### config.mk
export PLATFORM = sky130hd
export DESIGN_NAME = pipeline_control_flat
export DESIGN_NICKNAME = d
export VERILOG_FILES = /design/src/rtl/pipeline_control_if.sv /design/src/rtl/pipeline_control.sv /design/src/flat_wrapper.sv
export SDC_FILE = /design/constraint.sdc
export NUM_CORES = 1
export LEC_CHECK = 0
export ABC_AREA = 1
export BUFFER_PORTS_ARGS = -buffer_cell sky130_fd_sc_hd__buf_4
export CAP_MARGIN = 40
export CORE_AREA = 4 4 97 99
export CTS_BUF_LIST = sky130_fd_sc_hd__clkbuf_8
export CTS_CLUSTER_DIAMETER = 40
export CTS_CLUSTER_SIZE = 40
export DETAILED_ROUTE_END_ITERATION = 10
export DIE_AREA = 0 0 101 103
export PLACE_DENSITY = 0.86
export SYNTH_ARGS = -nofsm -noshare
export SYNTH_HDL_FRONTEND = slang
export SYNTH_SLANG_ARGS = --single-unit
### constraint.sdc
create_clock -name i_Clock -period 4.4 [get_ports i_Clock]
set_input_delay 0.44 -clock i_Clock [delete_from_list [all_inputs] [get_ports i_Clock]]
set_output_delay 0.44 -clock i_Clock [all_outputs]
set_load 0.1 [all_outputs]
### src/rtl/pipeline_control_if.sv
// Bundle of hazard/trap inputs and stage-control outputs for the pipeline controller.
// The master side is the controller; the slave side is the datapath that obeys it.
interface pipeline_control_if #(
  parameter int CNT_WIDTH = 32
);
  logic                 i_ID_Valid;
  logic [4:0]           i_ID_rs1;
  logic [4:0]           i_ID_rs2;
  logic                 i_ID_UsesRs1;
  logic                 i_ID_UsesRs2;
  logic                 i_ID_EnvCall;
  logic                 i_ID_EnvBreak;
  logic                 i_ID_Illegal;
  logic                 i_EX_MemRead;
  logic [4:0]           i_EX_rd;
  logic                 i_EX_Redirect;
  logic                 i_MEM_Req;
  logic                 i_MEM_Ready;
  logic                 i_Resume;
  logic                 o_PC_Enable;
  logic                 o_IFID_Enable;
  logic                 o_IDEX_Enable;
  logic                 o_EXMEM_Enable;
  logic                 o_MEMWB_Enable;
  logic                 o_IFID_Flush;
  logic                 o_IDEX_Flush;
  logic                 o_Halted;
  logic [2:0]           o_TrapCause;
  logic [CNT_WIDTH-1:0] o_CycleCount;
  logic [CNT_WIDTH-1:0] o_StallCount;

  modport master (
    input  i_ID_Valid, i_ID_rs1, i_ID_rs2, i_ID_UsesRs1, i_ID_UsesRs2,
           i_ID_EnvCall, i_ID_EnvBreak, i_ID_Illegal,
           i_EX_MemRead, i_EX_rd, i_EX_Redirect,
           i_MEM_Req, i_MEM_Ready, i_Resume,
    output o_PC_Enable, o_IFID_Enable, o_IDEX_Enable, o_EXMEM_Enable, o_MEMWB_Enable,
           o_IFID_Flush, o_IDEX_Flush, o_Halted, o_TrapCause,
           o_CycleCount, o_StallCount
  );

  modport slave (
    output i_ID_Valid, i_ID_rs1, i_ID_rs2, i_ID_UsesRs1, i_ID_UsesRs2,
           i_ID_EnvCall, i_ID_EnvBreak, i_ID_Illegal,
           i_EX_MemRead, i_EX_rd, i_EX_Redirect,
           i_MEM_Req, i_MEM_Ready, i_Resume,
    input  o_PC_Enable, o_IFID_Enable, o_IDEX_Enable, o_EXMEM_Enable, o_MEMWB_Enable,
           o_IFID_Flush, o_IDEX_Flush, o_Halted, o_TrapCause,
           o_CycleCount, o_StallCount
  );
endinterface

### src/rtl/pipeline_control.sv
// Hazard/sequencing controller for a 5-stage RV32I pipeline: stage enables and flushes,
// RUN/DRAIN/HALTED trap sequencing, data-bus timeout and cycle/stall counters.
module pipeline_control #(
  parameter int DRAIN_CYCLES = 3,
  parameter int MEM_TIMEOUT  = 255,
  parameter int CNT_WIDTH    = 32
) (
  input  logic                i_Clock,
  input  logic                i_Reset_n,
  pipeline_control_if.master  bus
);
  localparam int WAIT_W  = (MEM_TIMEOUT < 2) ? 1 : $clog2(MEM_TIMEOUT + 1);
  localparam int DRAIN_W = (DRAIN_CYCLES < 2) ? 1 : $clog2(DRAIN_CYCLES + 1);

  localparam logic [2:0] CAUSE_NONE    = 3'd0;
  localparam logic [2:0] CAUSE_ECALL   = 3'd1;
  localparam logic [2:0] CAUSE_EBREAK  = 3'd2;
  localparam logic [2:0] CAUSE_ILLEGAL = 3'd3;
  localparam logic [2:0] CAUSE_TIMEOUT = 3'd4;

  typedef enum logic [1:0] {
    ST_RUN    = 2'd0,
    ST_DRAIN  = 2'd1,
    ST_HALTED = 2'd2
  } state_t;

  state_t               state_q, state_d;
  logic [DRAIN_W-1:0]   drain_q, drain_d;
  logic [WAIT_W-1:0]    wait_q, wait_d;
  logic [2:0]           cause_q, cause_d;
  logic [CNT_WIDTH-1:0] cycle_q, cycle_d;
  logic [CNT_WIDTH-1:0] stall_q, stall_d;

  logic frozen;
  logic timeout;
  logic id_trap;
  logic load_use;
  logic pc_en, ifid_en, idex_en, exmem_en, memwb_en;
  logic ifid_fl, idex_fl;

  always_comb begin
    frozen   = bus.i_MEM_Req && !bus.i_MEM_Ready && (state_q != ST_HALTED);
    // wait_q counts earlier frozen cycles, so this fires on the MEM_TIMEOUT-th one.
    timeout  = frozen && (wait_q == WAIT_W'(MEM_TIMEOUT - 1));
    id_trap  = bus.i_ID_Valid &&
               (bus.i_ID_EnvCall || bus.i_ID_EnvBreak || bus.i_ID_Illegal);
    load_use = bus.i_ID_Valid && bus.i_EX_MemRead && (bus.i_EX_rd != 5'd0) &&
               ((bus.i_ID_UsesRs1 && (bus.i_ID_rs1 == bus.i_EX_rd)) ||
                (bus.i_ID_UsesRs2 && (bus.i_ID_rs2 == bus.i_EX_rd)));
  end

  // Stage control, before the reset override.
  always_comb begin
    pc_en    = 1'b1;
    ifid_en  = 1'b1;
    idex_en  = 1'b1;
    exmem_en = 1'b1;
    memwb_en = 1'b1;
    ifid_fl  = 1'b0;
    idex_fl  = 1'b0;
    if (state_q == ST_HALTED || frozen) begin
      pc_en    = 1'b0;
      ifid_en  = 1'b0;
      idex_en  = 1'b0;
      exmem_en = 1'b0;
      memwb_en = 1'b0;
    end else if (state_q == ST_DRAIN) begin
      pc_en   = 1'b0;
      ifid_en = 1'b0;
      idex_fl = 1'b1;
    end else if (bus.i_EX_Redirect) begin
      ifid_fl = 1'b1;
      idex_fl = 1'b1;
    end else if (id_trap) begin
      pc_en   = 1'b0;
      ifid_fl = 1'b1;
      idex_fl = 1'b1;
    end else if (load_use) begin
      pc_en   = 1'b0;
      ifid_en = 1'b0;
      idex_fl = 1'b1;
    end
  end

  always_comb begin
    state_d = state_q;
    drain_d = drain_q;
    wait_d  = '0;
    cause_d = cause_q;
    cycle_d = cycle_q;
    stall_d = stall_q;

    if (state_q != ST_HALTED) begin
      cycle_d = cycle_q + 1'b1;
      if (!pc_en) begin
        stall_d = stall_q + 1'b1;
      end
    end

    if (state_q == ST_HALTED) begin
      if (bus.i_Resume) begin
        state_d = ST_RUN;
        cause_d = CAUSE_NONE;
      end
    end else if (frozen) begin
      if (timeout) begin
        state_d = ST_HALTED;
        cause_d = CAUSE_TIMEOUT;
      end else begin
        wait_d = wait_q + 1'b1;
      end
    end else if (state_q == ST_DRAIN) begin
      if (drain_q == DRAIN_W'(1)) begin
        state_d = ST_HALTED;
      end else begin
        drain_d = drain_q - 1'b1;
      end
    end else if (!bus.i_EX_Redirect && id_trap) begin
      state_d = ST_DRAIN;
      drain_d = DRAIN_W'(DRAIN_CYCLES);
      if (bus.i_ID_Illegal) begin
        cause_d = CAUSE_ILLEGAL;
      end else if (bus.i_ID_EnvBreak) begin
        cause_d = CAUSE_EBREAK;
      end else begin
        cause_d = CAUSE_ECALL;
      end
    end
  end

  always_ff @(posedge i_Clock or negedge i_Reset_n) begin
    if (!i_Reset_n) begin
      state_q <= ST_RUN;
      drain_q <= '0;
      wait_q  <= '0;
      cause_q <= CAUSE_NONE;
      cycle_q <= '0;
      stall_q <= '0;
    end else begin
      state_q <= state_d;
      drain_q <= drain_d;
      wait_q  <= wait_d;
      cause_q <= cause_d;
      cycle_q <= cycle_d;
      stall_q <= stall_d;
    end
  end

  // While reset is held every stage loads a bubble and nothing advances.
  assign bus.o_PC_Enable    = i_Reset_n && pc_en;
  assign bus.o_IFID_Enable  = i_Reset_n && ifid_en;
  assign bus.o_IDEX_Enable  = i_Reset_n && idex_en;
  assign bus.o_EXMEM_Enable = i_Reset_n && exmem_en;
  assign bus.o_MEMWB_Enable = i_Reset_n && memwb_en;
  assign bus.o_IFID_Flush   = !i_Reset_n || ifid_fl;
  assign bus.o_IDEX_Flush   = !i_Reset_n || idex_fl;
  assign bus.o_Halted       = (state_q == ST_HALTED);
  assign bus.o_TrapCause    = cause_q;
  assign bus.o_CycleCount   = cycle_q;
  assign bus.o_StallCount   = stall_q;
endmodule

### src/flat_wrapper.sv
// flat-port wrapper written by rule: the top's interface ports become plain ports
module pipeline_control_flat 
#(
  parameter int DRAIN_CYCLES = 3,
  parameter int MEM_TIMEOUT  = 255,
  parameter int CNT_WIDTH    = 32
)
  (i_Clock, i_Reset_n, bus_i_ID_Valid, bus_i_ID_rs1, bus_i_ID_rs2, bus_i_ID_UsesRs1, bus_i_ID_UsesRs2, bus_i_ID_EnvCall, bus_i_ID_EnvBreak, bus_i_ID_Illegal, bus_i_EX_MemRead, bus_i_EX_rd, bus_i_EX_Redirect, bus_i_MEM_Req, bus_i_MEM_Ready, bus_i_Resume, bus_o_PC_Enable, bus_o_IFID_Enable, bus_o_IDEX_Enable, bus_o_EXMEM_Enable, bus_o_MEMWB_Enable, bus_o_IFID_Flush, bus_o_IDEX_Flush, bus_o_Halted, bus_o_TrapCause, bus_o_CycleCount, bus_o_StallCount);
  pipeline_control_if #(.CNT_WIDTH(CNT_WIDTH)) bus_i ();
  input  logic i_Clock;
  input  logic i_Reset_n;
  input wire logic [$bits(bus_i.i_ID_Valid)-1:0] bus_i_ID_Valid;
  input wire logic [$bits(bus_i.i_ID_rs1)-1:0] bus_i_ID_rs1;
  input wire logic [$bits(bus_i.i_ID_rs2)-1:0] bus_i_ID_rs2;
  input wire logic [$bits(bus_i.i_ID_UsesRs1)-1:0] bus_i_ID_UsesRs1;
  input wire logic [$bits(bus_i.i_ID_UsesRs2)-1:0] bus_i_ID_UsesRs2;
  input wire logic [$bits(bus_i.i_ID_EnvCall)-1:0] bus_i_ID_EnvCall;
  input wire logic [$bits(bus_i.i_ID_EnvBreak)-1:0] bus_i_ID_EnvBreak;
  input wire logic [$bits(bus_i.i_ID_Illegal)-1:0] bus_i_ID_Illegal;
  input wire logic [$bits(bus_i.i_EX_MemRead)-1:0] bus_i_EX_MemRead;
  input wire logic [$bits(bus_i.i_EX_rd)-1:0] bus_i_EX_rd;
  input wire logic [$bits(bus_i.i_EX_Redirect)-1:0] bus_i_EX_Redirect;
  input wire logic [$bits(bus_i.i_MEM_Req)-1:0] bus_i_MEM_Req;
  input wire logic [$bits(bus_i.i_MEM_Ready)-1:0] bus_i_MEM_Ready;
  input wire logic [$bits(bus_i.i_Resume)-1:0] bus_i_Resume;
  output wire logic [$bits(bus_i.o_PC_Enable)-1:0] bus_o_PC_Enable;
  output wire logic [$bits(bus_i.o_IFID_Enable)-1:0] bus_o_IFID_Enable;
  output wire logic [$bits(bus_i.o_IDEX_Enable)-1:0] bus_o_IDEX_Enable;
  output wire logic [$bits(bus_i.o_EXMEM_Enable)-1:0] bus_o_EXMEM_Enable;
  output wire logic [$bits(bus_i.o_MEMWB_Enable)-1:0] bus_o_MEMWB_Enable;
  output wire logic [$bits(bus_i.o_IFID_Flush)-1:0] bus_o_IFID_Flush;
  output wire logic [$bits(bus_i.o_IDEX_Flush)-1:0] bus_o_IDEX_Flush;
  output wire logic [$bits(bus_i.o_Halted)-1:0] bus_o_Halted;
  output wire logic [$bits(bus_i.o_TrapCause)-1:0] bus_o_TrapCause;
  output wire logic [$bits(bus_i.o_CycleCount)-1:0] bus_o_CycleCount;
  output wire logic [$bits(bus_i.o_StallCount)-1:0] bus_o_StallCount;
  assign bus_i.i_ID_Valid = bus_i_ID_Valid;
  assign bus_i.i_ID_rs1 = bus_i_ID_rs1;
  assign bus_i.i_ID_rs2 = bus_i_ID_rs2;
  assign bus_i.i_ID_UsesRs1 = bus_i_ID_UsesRs1;
  assign bus_i.i_ID_UsesRs2 = bus_i_ID_UsesRs2;
  assign bus_i.i_ID_EnvCall = bus_i_ID_EnvCall;
  assign bus_i.i_ID_EnvBreak = bus_i_ID_EnvBreak;
  assign bus_i.i_ID_Illegal = bus_i_ID_Illegal;
  assign bus_i.i_EX_MemRead = bus_i_EX_MemRead;
  assign bus_i.i_EX_rd = bus_i_EX_rd;
  assign bus_i.i_EX_Redirect = bus_i_EX_Redirect;
  assign bus_i.i_MEM_Req = bus_i_MEM_Req;
  assign bus_i.i_MEM_Ready = bus_i_MEM_Ready;
  assign bus_i.i_Resume = bus_i_Resume;
  assign bus_o_PC_Enable = bus_i.o_PC_Enable;
  assign bus_o_IFID_Enable = bus_i.o_IFID_Enable;
  assign bus_o_IDEX_Enable = bus_i.o_IDEX_Enable;
  assign bus_o_EXMEM_Enable = bus_i.o_EXMEM_Enable;
  assign bus_o_MEMWB_Enable = bus_i.o_MEMWB_Enable;
  assign bus_o_IFID_Flush = bus_i.o_IFID_Flush;
  assign bus_o_IDEX_Flush = bus_i.o_IDEX_Flush;
  assign bus_o_Halted = bus_i.o_Halted;
  assign bus_o_TrapCause = bus_i.o_TrapCause;
  assign bus_o_CycleCount = bus_i.o_CycleCount;
  assign bus_o_StallCount = bus_i.o_StallCount;
  pipeline_control #(.DRAIN_CYCLES(DRAIN_CYCLES), .MEM_TIMEOUT(MEM_TIMEOUT), .CNT_WIDTH(CNT_WIDTH)) u_core (.i_Clock(i_Clock), .i_Reset_n(i_Reset_n), .bus(bus_i));
endmodule
==> results of run 1 <==
## final timing paths
check                           depth (start not counted)                                     end                     startpoint  slack [ns]
worst max-delay path                                    9                         bus_o_PC_Enable  u_core.state_q[0]$_DFFE_PN0P_        1.02
worst min-delay path                                    3   u_core.bus.o_TrapCause[0]$_DFFE_PN0P_               bus_i_ID_Illegal        0.36
worst max register to register                         10  u_core.bus.o_StallCount[6]$_DFFE_PN0P_  u_core.state_q[0]$_DFFE_PN0P_        1.54
worst min register to register                          1           u_core.drain_q[0]$_DFFE_PN0P_  u_core.drain_q[0]$_DFFE_PN0P_        0.49
max in group asynchronous                               4  u_core.bus.o_StallCount[1]$_DFFE_PN0P_                      i_Reset_n        3.04
min in group asynchronous                               2   u_core.bus.o_TrapCause[1]$_DFFE_PN0P_                      i_Reset_n        0.44
## registers in the layout, summed over array words and instances, names as in the netlist
register	flops
u_core.wait_q	8
u_core.bus.o_CycleCount	32
u_core.drain_q	2
u_core.bus.o_StallCount	32
u_core.bus.o_TrapCause	3
u_core.state_q	2
## Yosys cell counts (7+ instances only)
cell / n
xor2_1: 28
nor2_1: 84
nand2_1: 264
nand3_2: 7
dfrtp_1: 79
buf_4: 7
inv_1: 91
inv_2: 9
xnor2_1: 10
nand3_1: 63
o21ai_0: 7
nand4_1: 12
nor2_2: 11
nand3b_1: 11
nor3_1: 20
## power breakdown
part	switching, µW	internal, µW
logic	1160	291
clock network	272	350
registers	118	818
## cell families (layout without fill, tap and decap cells)
| group | after synthesis | after routing | synth area share [%] |
|---|---|---|---|
| and+or+nand+nor | 493 | 493 | 42.8 |
| buffers and inverters | 114 | 221 | 9.18 |
| DFF | 79 | 79 | 38.2 |
| xor gates and xnor gates | 38 | 38 | 6.43 |
| AOI/OAI and AO/OA | 19 | 19 | 2.15 |
| adders and majority gates | 5 | 5 | 1.21 |
## what timing repair did
item	CTS	global route
hold buffers	1	0
setup endpoints to repair	0	0
hold endpoints to repair	3	0
resized for setup	0	0
## critical path, stage by stage (launching register included)
cell     delay, ns
dfrtp_1       0.43
nor2_4        0.53
inv_2         0.48
nand2_2       0.25
nor2_2        0.05
nand2_1       0.11
inv_2         0.06
nand2_4       0.34
nor2_1        0.09
buf_4         0.25
## layer usage
metal	up-vias	global-route usage, %
li1	2519	-
met1	2374	31.1
met2	177	45.3
met3	22	3.99
met4	0	8.49
met5	-	0
## cell type report
| cell class | count | share of cell area (%) |
|---|---|---|
| multi-input cells | 555 | 43.6 |
| flip-flops and latches | 79 | 31.6 |
| repair buffers | 105 | 12.9 |
| inverters | 100 | 6.01 |
| clock buffers | 11 | 2.42 |
| well taps | 108 | 2.16 |
| clock inverters | 5 | 1.28 |
## per-stage QoR
stage          util [%]  cell area (µm²)
3_5_place_dp       70.2             6010
4_1_cts            73.1             6250
5_1_grt            73.1             6250
6_report           73.1             6250
3_3_place_gp       70.0             5990
2_1_floorplan         -             5180
==> flow_metrics.env, run 1 <==
export IMPL_period_needed_ns=3.38
export IMPL_die_area_mm2=0.0104
export IMPL_end_kind="output port"
export IMPL_final_setup_tns_ns=0
export IMPL_routed_wl_um=12800
export IMPL_cts_inserted_buffers=9
export IMPL_grt_max_degree=45
export IMPL_postLayoutSetupSlackWorst_ns=1.02
export IMPL_skew_ns=0.00990
export IMPL_max_cap_violations=0
export IMPL_yosys_warnings=0
export IMPL_arrival_ns=2.94
export IMPL_fin_cells=963
export IMPL_netlist_area_mm2=0.00518
export IMPL_drive_above_1_share_pct=19.3
export IMPL_ys_seq_elements=79
export IMPL_multi_input_area_mm2=0.00273
export IMPL_n_antenna_cell=0
export IMPL_drtAntennaViolNets=0
export IMPL_slew_headroom_pct=51.4
export IMPL_core_area_mm2=0.00855
export IMPL_top_layer="met4"
export IMPL_clock_sinks=79
export IMPL_crit_required_ns=3.96
export IMPL_rows=34
export IMPL_async_flop_share_pct=100
export IMPL_worstSetupPathType="register to output port"
export IMPL_drtIter0Drc=269
export IMPL_critical_path_max_fanout=44
export IMPL_max_clock_freq_mhz=296
export IMPL_clkLatencyLatePin_ns=0.35
export IMPL_grtUsageTotal_pct=25.3
export IMPL_synth_area_leader_cell="dfrtp_1"
export IMPL_setup_viol=0
export IMPL_period_share_pct=76.8
export IMPL_clockBufferDepth=2
export IMPL_total_power_uw=3010
export IMPL_die_h_um=103
export IMPL_wl_met1_um=5340
export IMPL_num_io_pins=103
export IMPL_initial_core_util_pct=60.6
export IMPL_holdWs_ns=0.359
export IMPL_ys_seq_area_share_pct=38.2
export IMPL_numPortBuffers=102
export IMPL_grt_pass1_vias=4916
export IMPL_syn_inst=748
export IMPL_firstDrtPassIters=5
export IMPL_dp_final_hpwl_um=9820
export IMPL_vias_per_cell=5.29
export IMPL_synth_edf_count=0
export IMPL_cts_htree_levels=3
export IMPL_fillCellCount=684
export IMPL_antenna_found_initial=0
export IMPL_synth_top_cell_area_share_pct=38.2
export IMPL_final_common_cell="nand2_1"
export IMPL_ys_types=34
export IMPL_pre_cts_slack_ns=1.41
export IMPL_drc=0
export IMPL_die_x_um=101
export IMPL_route_vias_total=5092
export IMPL_post_cts_buffers=0
export IMPL_final_cell_mix="264 x nand2_1, 103 x buf_4, 91 x inv_1"
export IMPL_wl_met2_um=6290
export IMPL_grt_overflow=0
export IMPL_outcome="finished clean"
export IMPL_synthFlopType="dfrtp_1"
export IMPL_areaGrowthSynthToFinish_pct=20.7
export IMPL_cts_root_buf="clkbuf_8"
export IMPL_p_leak_uw=0.00324
export IMPL_wl_per_cell_um=13.3
export IMPL_clk_pin_slew_ns=0.08
export IMPL_hp_class="input port to register"
export IMPL_finalHoldViolCount=0
export IMPL_power_density_mw_per_mm2=482
export IMPL_met3WireLength_um=911
export IMPL_syn_area_per_cell_um2=6.92
export IMPL_grt_pass1_wl_um=21600
export IMPL_start_kind="register"
export IMPL_syn_num_nets=781
export IMPL_ir_drop_mv=0.684
export IMPL_seqCellArea_mm2=0.00198
export IMPL_dp_cells=946
export IMPL_yosys_top_cells_area="dfrtp_1 38%, nand2_1 19%, inv_1 6.6%"
export IMPL_nets=883
export IMPL_finalWeightedCongestion=0.953
export IMPL_rsz0062_at_grt="no"
export IMPL_tightestPinTransition_ns=0.728
export IMPL_drv_slew=0
export IMPL_cts_tree="built"
Note: power is estimated with default switching activity, not from simulation.
==> run 2, diff against run 1 <==
--- a/config.mk
+++ b/config.mk
@@ -8,13 +8,13 @@
 export ABC_AREA = 1
 export BUFFER_PORTS_ARGS = -buffer_cell sky130_fd_sc_hd__buf_4
 export CAP_MARGIN = 40
-export CORE_AREA = 4 4 97 99
+export CORE_AREA = 4 4 105 107
 export CTS_BUF_LIST = sky130_fd_sc_hd__clkbuf_8
 export CTS_CLUSTER_DIAMETER = 40
 export CTS_CLUSTER_SIZE = 40
 export DETAILED_ROUTE_END_ITERATION = 10
-export DIE_AREA = 0 0 101 103
-export PLACE_DENSITY = 0.86
+export DIE_AREA = 0 0 109 111
+export PLACE_DENSITY = 0.77
 export SYNTH_ARGS = -nofsm -noshare
 export SYNTH_HDL_FRONTEND = slang
 export SYNTH_SLANG_ARGS = --single-unit
==> constraint.sdc (replaced) <==
create_clock -name i_Clock -period 2.95 [get_ports i_Clock]
set_input_delay 0.295 -clock i_Clock [delete_from_list [all_inputs] [get_ports i_Clock]]
set_output_delay 0.295 -clock i_Clock [all_outputs]
set_load 0.1 [all_outputs]
==> run 2 against run 1 <==
Effect of this change: count of clock-buffer cells in the layout is 2 lower; clock power is 28% higher; global-route usage is 2.7 points lower.
==> flow_metrics.env, run 2 (synthesized netlist as in run 1, its figures left out) <==
export IMPL_finalWeightedCongestion=0.903
export IMPL_cts_resized=0
export IMPL_p_leak_uw=0.00322
export IMPL_slew_headroom_pct=66.8
export IMPL_grt_overflow=0
export IMPL_die_x_um=109
export IMPL_critical_path_max_fanout=44
export IMPL_setup_viol=0
export IMPL_ir_drop_mv=0.902
export IMPL_cts_inserted_buffers=9
export IMPL_grt_pass1_wl_um=22300
export IMPL_clk_pin_slew_ns=0.08
export IMPL_skew_ns=0.0104
export IMPL_route_vias_total=5092
export IMPL_final_setup_tns_ns=0
export IMPL_cts_htree_levels=3
export IMPL_end_kind="output port"
export IMPL_start_kind="register"
export IMPL_clkLatencyLatePin_ns=0.36
export IMPL_arrival_ns=2.08
export IMPL_crit_required_ns=2.65
export IMPL_worstSetupPathType="register to output port"
export IMPL_cp_common_cell="inv_2"
export IMPL_ff2ff_setup_slack_ns=0.99
export IMPL_holdWs_ns=0.196
export IMPL_crit_path_cell_trace="inv_1 -> nor2_4 -> inv_2 -> nand2_2 -> nor2_2 -> nand2_1 -> inv_2 -> nand2_4 -> nor2_1 -> buf_4"
export IMPL_firstDrtPassIters=7
export IMPL_nets=885
export IMPL_cts_tree="built"
export IMPL_wl_per_cell_um=13.5
export IMPL_finalHoldViolCount=0
export IMPL_n_antenna_cell=0
export IMPL_grt_pass1_vias=4825
export IMPL_slowest_delay_ns=0.38
export IMPL_numPortBuffers=102
export IMPL_core_area_mm2=0.0101
export IMPL_drc=0
export IMPL_initial_core_util_pct=51.1
export IMPL_tightestPinTransition_ns=0.494
export IMPL_final_cell_mix="264 x nand2_1, 105 x buf_4, 91 x inv_1"
export IMPL_cts_root_buf="clkbuf_8"
export IMPL_grt_max_degree=62
export IMPL_drv_slew=0
export IMPL_drtAntennaViolNets=0
export IMPL_antenna_found_initial=0
export IMPL_rows=37
export IMPL_max_cap_violations=0
export IMPL_die_h_um=111
export IMPL_vias_per_cell=5.13
export IMPL_period_share_pct=80.6
export IMPL_final_common_cell="nand2_1"
export IMPL_power_density_mw_per_mm2=704
export IMPL_drtIter0Drc=255
export IMPL_period_needed_ns=2.38
export IMPL_placed_area_mm2=0.00607
export IMPL_outcome="finished clean"
export IMPL_areaGrowthSynthToFinish_pct=21.0
export IMPL_rsz0062_at_grt="no"
export IMPL_num_io_pins=103
export IMPL_drive_above_1_share_pct=19.5
export IMPL_path_buf_inv=4
export IMPL_utilization_pct=61.8
export IMPL_die_area_mm2=0.0121
export IMPL_grtUsageTotal_pct=22.6
export IMPL_routed_wl_um=13400
export IMPL_dp_final_hpwl_um=10000
export IMPL_fin_area_mm2=0.00626
export IMPL_clockBufferDepth=2
export IMPL_max_clock_freq_mhz=421
export IMPL_hp_class="input port to register"
export IMPL_clock_sinks=79
export IMPL_path_delay_family="simple AND/OR/NAND/NOR gates"
export IMPL_crit_slowest_cell="dfrtp_1"
run 2: cell type report:
| class | instances | area (µm²) |
|---|---|---|
| well taps | 136 | 170 |
| inverters | 100 | 375 |
| fillers | 970 | 3880 |
| repair buffers | 107 | 826 |
| clock inverters | 6 | 62.6 |
| clock buffers | 9 | 124 |
| multi-input cells | 555 | 2730 |
| flip-flops and latches | 79 | 1980 |
run 2: tightest hold or removal path, cell delays in order:
cell	delay, ns
buf_4	0.08
o211ai_1	0.09
nand2_1	0.06
run 2: routing by layer:
metal,up-vias,global-route usage [%],share of wire (%)
met3,20,3.20,5.1
met1,2404,29.0,44
met5,-,0,0
met2,139,38.5,50
met4,0,7.74,1.7
li1,2529,-,-
run 2: final timing paths:
kind / startpoint / cells past startpoint / end
setup / recovery: u_core.state_q[1]$_DFFE_PN0P_ / 10 / bus_o_PC_Enable
setup reg to reg: u_core.bus.o_StallCount[0]$_DFFE_PN0P_ / 9 / u_core.bus.o_StallCount[20]$_DFFE_PN0P_
hold / removal: bus_i_ID_Illegal / 3 / u_core.bus.o_TrapCause[0]$_DFFE_PN0P_
min in group asynchronous: i_Reset_n / 3 / u_core.bus.o_CycleCount[5]$_DFFE_PN0N_
max in group asynchronous: i_Reset_n / 4 / u_core.bus.o_StallCount[24]$_DFFE_PN0P_
hold reg to reg: u_core.drain_q[0]$_DFFE_PN0P_ / 1 / u_core.drain_q[0]$_DFFE_PN0P_
run 2: power by group:
part | internal, µW | switching, µW | total [µW] | leakage (µW)
registers | 1220 | 180 | 1400 | 0.00107
clock network | 383 | 412 | 795 | 0.0000871
logic | 453 | 1760 | 2210 | 0.00207
run 2: timing repair:
action / 4_1_cts / 5_1_grt
buffers inserted: 0 / 0
endpoints found under the setup margin: 0 / 0
hold buffers: 1 / 0
hold endpoints to repair: 18 / 0
run 2: through the flow:
stage | total power (µW) | setup WS, ns | cells
final | 4410 | 0.573 | 992
after global routing | 4630 | 0.407 | 992
after CTS | 4440 | 0.547 | 992
after floorplan | 3190 | 0.254 | 748
after global placement | 3590 | 0.973 | 975
after detailed placement | 3640 | 0.929 | 976
